--- config.mk ---
export PLATFORM = sky130hd
export DESIGN_NAME = regread_seq_flat
export DESIGN_NICKNAME = d
export VERILOG_FILES = /design/src/rtl/regread_pkg.sv /design/src/rtl/regread_seq_if.sv /design/src/rtl/regread_seq_src_addr_mux.sv /design/src/rtl/regread_seq.sv /design/src/flat_wrapper.sv
export SDC_FILE = /design/constraint.sdc
export NUM_CORES = 1
export LEC_CHECK = 0
export ABC_AREA = 1
export CORE_ASPECT_RATIO = 0.8
export CORE_UTILIZATION = 44
export DETAILED_ROUTE_END_ITERATION = 7
export PLACE_DENSITY = 0.79
export SYNTH_ARGS = -nofsm -noshare
export SYNTH_HDL_FRONTEND = slang
export SYNTH_SLANG_ARGS = --single-unit
--- constraint.sdc ---
create_clock -name clk -period 1.87 [get_ports clk]
set_input_delay 0.2805 -clock clk [delete_from_list [all_inputs] [get_ports clk]]
set_output_delay 0.2805 -clock clk [all_outputs]
set_load 0.01 [all_outputs]
--- src/rtl/regread_pkg.sv ---
`default_nettype none
// regread_pkg: shared state type and constants for the operand-fetch sequencer.
// Revision: 1.0
package regread_pkg;

  localparam int DEFAULT_AW = 5;
  localparam int DEFAULT_DW = 32;

  // Register 0 is hardwired to zero in the register file.
  localparam logic [DEFAULT_AW-1:0] ZERO_REG = '0;

  typedef enum logic [1:0] {
    IDLE = 2'd0,
    RD_A = 2'd1,
    RD_B = 2'd2,
    DONE = 2'd3
  } state_t;

endpackage
`default_nettype wire

--- src/rtl/regread_seq_if.sv ---
`default_nettype none
// regread_seq_if: control-FSM and register-file port bundle for regread_seq.
// Revision: 1.0
interface regread_seq_if
  import regread_pkg::*;
#(
  parameter int AW      = DEFAULT_AW,
  parameter int DW      = DEFAULT_DW,
  parameter int NUM_SRC = 4
);
  localparam int SW = (NUM_SRC > 1) ? $clog2(NUM_SRC) : 1;

  logic                  start;
  logic [NUM_SRC*AW-1:0] src_addr;
  logic [SW-1:0]         sel_a;
  logic [SW-1:0]         sel_b;
  logic [AW-1:0]         rf_raddr;
  logic                  rf_re;
  logic [DW-1:0]         rf_rdata;
  logic [DW-1:0]         a_out;
  logic [DW-1:0]         b_out;
  logic                  busy;
  logic                  done;

  modport master (
    output start, src_addr, sel_a, sel_b, rf_rdata,
    input  rf_raddr, rf_re, a_out, b_out, busy, done
  );

  modport slave (
    input  start, src_addr, sel_a, sel_b, rf_rdata,
    output rf_raddr, rf_re, a_out, b_out, busy, done
  );

endinterface
`default_nettype wire

--- src/rtl/regread_seq_src_addr_mux.sv ---
`default_nettype none
// src_addr_mux: NUM_SRC:1 register-address selector; out-of-range select yields register 0.
// Revision: 1.0
module src_addr_mux
  import regread_pkg::*;
#(
  parameter int AW      = DEFAULT_AW,
  parameter int NUM_SRC = 4,
  parameter int SW      = (NUM_SRC > 1) ? $clog2(NUM_SRC) : 1
) (
  input  logic [NUM_SRC*AW-1:0] src_addr,
  input  logic [SW-1:0]         sel,
  output logic [AW-1:0]         addr
);

  always_comb begin
    addr = AW'(ZERO_REG);
    for (int i = 0; i < NUM_SRC; i++) begin
      if (int'(sel) == i) addr = src_addr[i*AW +: AW];
    end
  end

endmodule
`default_nettype wire

--- src/rtl/regread_seq.sv ---
`default_nettype none
// regread_seq: serialised two-operand fetch through one register-file read port.
// Optional macro REGREAD_SKIP_DUP_EN: single read when both operands name the same register. Revision: 1.0
module regread_seq
  import regread_pkg::*;
#(
  parameter int AW      = DEFAULT_AW,
  parameter int DW      = DEFAULT_DW,
  parameter int NUM_SRC = 4
) (
  input  logic           clk,
  input  logic           reset,
  regread_seq_if.slave   bus
);
  localparam int SW = (NUM_SRC > 1) ? $clog2(NUM_SRC) : 1;

  state_t        state;
  logic [AW-1:0] addr_a;
  logic [AW-1:0] addr_b;
  logic [AW-1:0] mux_a;
  logic [AW-1:0] mux_b;
  logic [AW-1:0] raddr;
  logic          re;
  logic [DW-1:0] a_q;
  logic [DW-1:0] b_q;
  logic          busy_q;
  logic          done_q;
  logic [DW-1:0] rd_val;

  src_addr_mux #(.AW(AW), .NUM_SRC(NUM_SRC), .SW(SW)) u_mux_a (
    .src_addr (bus.src_addr),
    .sel      (bus.sel_a),
    .addr     (mux_a)
  );

  src_addr_mux #(.AW(AW), .NUM_SRC(NUM_SRC), .SW(SW)) u_mux_b (
    .src_addr (bus.src_addr),
    .sel      (bus.sel_b),
    .addr     (mux_b)
  );

  // The registered read address is the one being fetched, so the zero rule keys off it.
  assign rd_val = (raddr == AW'(ZERO_REG)) ? '0 : bus.rf_rdata;

  always_ff @(posedge clk) begin
    if (reset) begin
      state  <= IDLE;
      addr_a <= '0;
      addr_b <= '0;
      raddr  <= '0;
      re     <= 1'b0;
      a_q    <= '0;
      b_q    <= '0;
      busy_q <= 1'b0;
      done_q <= 1'b0;
    end else begin
      case (state)
        IDLE: begin
          if (bus.start) begin
            addr_a <= mux_a;
            addr_b <= mux_b;
            raddr  <= mux_a;
            re     <= 1'b1;
            busy_q <= 1'b1;
            state  <= RD_A;
          end
        end
        RD_A: begin
          a_q <= rd_val;
`ifdef REGREAD_SKIP_DUP_EN
          if (addr_a == addr_b) begin
            b_q    <= rd_val;
            raddr  <= '0;
            re     <= 1'b0;
            done_q <= 1'b1;
            state  <= DONE;
          end else begin
            raddr <= addr_b;
            state <= RD_B;
          end
`else
          raddr <= addr_b;
          state <= RD_B;
`endif
        end
        RD_B: begin
          b_q    <= rd_val;
          raddr  <= '0;
          re     <= 1'b0;
          done_q <= 1'b1;
          state  <= DONE;
        end
        DONE: begin
          done_q <= 1'b0;
          busy_q <= 1'b0;
          state  <= IDLE;
        end
        default: state <= IDLE;
      endcase
    end
  end

  assign bus.rf_raddr = raddr;
  assign bus.rf_re    = re;
  assign bus.a_out    = a_q;
  assign bus.b_out    = b_q;
  assign bus.busy     = busy_q;
  assign bus.done     = done_q;

endmodule
`default_nettype wire

--- src/flat_wrapper.sv ---
// flat-port wrapper written by rule: the top's interface ports become plain ports
module regread_seq_flat import regread_pkg::*;
#(
  parameter int AW      = DEFAULT_AW,
  parameter int DW      = DEFAULT_DW,
  parameter int NUM_SRC = 4
)
  (clk, reset, bus_start, bus_src_addr, bus_sel_a, bus_sel_b, bus_rf_rdata, bus_rf_raddr, bus_rf_re, bus_a_out, bus_b_out, bus_busy, bus_done);
  regread_seq_if #(.AW(AW), .DW(DW), .NUM_SRC(NUM_SRC)) bus_i ();
  input  logic clk;
  input  logic reset;
  input wire logic [$bits(bus_i.start)-1:0] bus_start;
  input wire logic [$bits(bus_i.src_addr)-1:0] bus_src_addr;
  input wire logic [$bits(bus_i.sel_a)-1:0] bus_sel_a;
  input wire logic [$bits(bus_i.sel_b)-1:0] bus_sel_b;
  input wire logic [$bits(bus_i.rf_rdata)-1:0] bus_rf_rdata;
  output wire logic [$bits(bus_i.rf_raddr)-1:0] bus_rf_raddr;
  output wire logic [$bits(bus_i.rf_re)-1:0] bus_rf_re;
  output wire logic [$bits(bus_i.a_out)-1:0] bus_a_out;
  output wire logic [$bits(bus_i.b_out)-1:0] bus_b_out;
  output wire logic [$bits(bus_i.busy)-1:0] bus_busy;
  output wire logic [$bits(bus_i.done)-1:0] bus_done;
  assign bus_i.start = bus_start;
  assign bus_i.src_addr = bus_src_addr;
  assign bus_i.sel_a = bus_sel_a;
  assign bus_i.sel_b = bus_sel_b;
  assign bus_i.rf_rdata = bus_rf_rdata;
  assign bus_rf_raddr = bus_i.rf_raddr;
  assign bus_rf_re = bus_i.rf_re;
  assign bus_a_out = bus_i.a_out;
  assign bus_b_out = bus_i.b_out;
  assign bus_busy = bus_i.busy;
  assign bus_done = bus_i.done;
  regread_seq #(.AW(AW), .DW(DW), .NUM_SRC(NUM_SRC)) u_core (.clk(clk), .reset(reset), .bus(bus_i));
endmodule
==> results.toml <==
[clocking]
cts_made_buffers = 9
cts_resized = 0
clkLatencyLatePin_ns = 0.33
htreeDepth = 3
cts_tree = "built"
cts-hold-fix-buffers = 0
cts_buffer_depth = 2
cts_root_buffer = "clkbuf_8"
clk_pin_slew_worst_paths_ns = 0.07
numClockSinks = 79
cts_setup_buffers = 0

[die]
die_height_um = 83.5
die-area_mm2 = 0.00867
initial_core_util = 0.457
die_w_um = 104
rows = 29
io_pins = 131
core-area_mm2 = 0.00798

[finish]
fin_area_mm2 = 0.00524
insertedDiodeCount = 0
most-common-layout-cells = "clkdlybuf4s50_1, dfxtp_1, a21oi_2, o21ai_0, nand2_4"
final_nets = 580
drive_gt1_frac = 0.248
mostFrequentLayoutCell = "clkdlybuf4s50_1"
stdcell_count = 628
syn_to_final_growth_pct = 43.5

[placed_design]
dp_hpwl_um = 6700
postPlaceCellArea_mm2 = 0.00501
io_buffers = 130
place_congestion = 0.925
dp.cells = 614

[yosys]
synth.top_cell.area_share = 0.433
synth_flop_cell = "dfxtp_1"
ys_warn_count = 0
synthTopCellsByArea = "dfxtp_1, a21oi_2, nand2_4"
ys_async_sr_fraction = 0
synth_area_mm2 = 0.00365
synth-edff-count = 0
synth_top_area_cell = "dfxtp_1"
syn_area_per_cell_um2 = 9.17
synth-seq-cells = 79
synth_fp_nets = 461
yosysSeqAreaShare = 0.433
syn_inst = 398
synth_cell_types = 23

[global_routing]
grt_usage = 0.220
grt_max_degree = 72
antenna_found_initial = 0
grt_pass1_wl_um = 15200
overflow = 0
grt_pass1_vias = 3036

[timing]
fin_crit_ns = 1.56
clock-skew-final_ns = 0.00756
tightest_slew_ns = 0.384
post-route-period-util = 0.832
grt_setup_unrepaired = "false"
setup_tns_ns = 0
slew-limit-headroom = 0.743
finalHoldViolations = 0
setup_viol = 0
clock.fmax_mhz = 643
finalMaxSlewViolations = 0

[power]
p_leak_nw = 1.97
power.density_mw_per_mm2 = 1740
ir_drop_mv = 1.17
finalPower_mw = 9.11

[routing]
wl_per_cell_um = 14.8
num_vias = 3148
ant_nets = 0
drc = 0
routed_wl_um = 9270
vias_per_cell = 5.01
first_pass_iters = 4
drt_iter0_drc = 199

[setup_path]
worstPathMaxFanout = 3
crit_buf_inv = 1
crit_chain = "clkdlybuf4s50_1"
cp_top_family = "buffers and inverters"
cp-start-kind = "flip-flop"
critPathKind = "flip-flop to output pin"
cp_slowest_cell = "clkdlybuf4s50_1"
cp-end-kind = "output pin"
critPathRequiredTime_ns = 1.59
max_stage_delay_ns = 0.57
critical_path_arrival_ns = 1.28

[run_status]
status = "completed"

[run]
cap_viol_max_count = 0

[hold_path]
hold_path.class = "flip-flop to flip-flop"
-- cells in the mapped netlist, types with 4 or more instances --
| cell type | n |
|---|---|
| nand2_4 | 32 |
| a21oi_2 | 65 |
| inv_2 | 4 |
| nand2_1 | 30 |
| a21oi_1 | 28 |
| inv_1 | 15 |
| o21ai_1 | 29 |
| ha_1 | 4 |
| o21ai_0 | 52 |
| nand3_1 | 20 |
| dfxtp_1 | 79 |
| buf_2 | 21 |
-- path summary, 6_finish.rpt --
check | startpoint | endpoint | slack [ns] | depth (start not counted)
setup / recovery | u_core.bus.rf_raddr[3] | bus_rf_raddr[3] | 0.31 | 1
hold reg to reg | u_core.addr_b[3] | u_core.addr_b[3] | 0.47 | 2
hold / removal | u_core.addr_b[3] | u_core.addr_b[3] | 0.47 | 2
setup reg to reg | u_core.state[0] | u_core.bus.rf_raddr[2] | 0.41 | 6
-- per-layer routing --
layer / part of all wire / routed length [um] / track usage / vias up
met1: 0.47 / 4340 / 0.301 / 1450
li1: - / - / - / 1604
met5: 0 / 0 / 0 / -
met4: 0.0086 / 80 / 0.0468 / 0
met2: 0.46 / 4310 / 0.352 / 85
met3: 0.059 / 549 / 0.0539 / 9
-- where the power goes --
group	total, mW	switching [mW]	internal (mW)
clock network	1.48	0.576	0.907
logic	4.90	2.74	2.17
registers	2.73	0.361	2.36
total	9.11	3.68	5.44
-- layout make-up --
class / count / area (um2)
repair buffers: 137 / 1400
inverters: 19 / 71.3
well taps: 108 / 135
fillers: 687 / 2740
clock inverters: 4 / 95.1
clock buffers: 10 / 138
flip-flops and latches: 79 / 1580
multi-input cells: 271 / 1810
-- registers in the layout (all words and copies together) (netlist names) --
name                 count
u_core.bus.rf_re         1
u_core.bus.b_out        32
u_core.state             2
u_core.addr_b            5
u_core.bus.busy          1
u_core.bus.done          1
u_core.bus.rf_raddr      5
u_core.bus.a_out        32
-- kinds of logic (layout without fill, tap and decap cells) --
kind of cell / count (synthesis) / count (layout) / synth area share
flops: 79 / 79 / 0.433
buf+inv: 48 / 170 / 0.0713
compound gates: 176 / 176 / 0.309
simple gates: 91 / 91 / 0.172
fa+ha+maj: 4 / 4 / 0.0137
-- worst register-to-register path: cells and delay by family, from the launching register on --
kind,cells,cell delay [ns]
flip-flops,1,0.37
AND/OR/NAND/NOR,1,0.10
AO/OA/AOI/OAI,2,0.31
buffers and inverters,2,0.17
adder cells (fa/ha/maj),1,0.40
-- per-stage QoR --
stage	utilization	worst slack (ns)	hold slack [ns]
global placement	0.627	0.343	0.456
CTS	0.656	0.289	0.472
finish	0.656	0.314	0.471
global route	0.656	0.263	0.500
floorplan	-	0.616	0.423
detailed placement	0.627	0.335	0.461
Power figures use the tool's default switching activity.
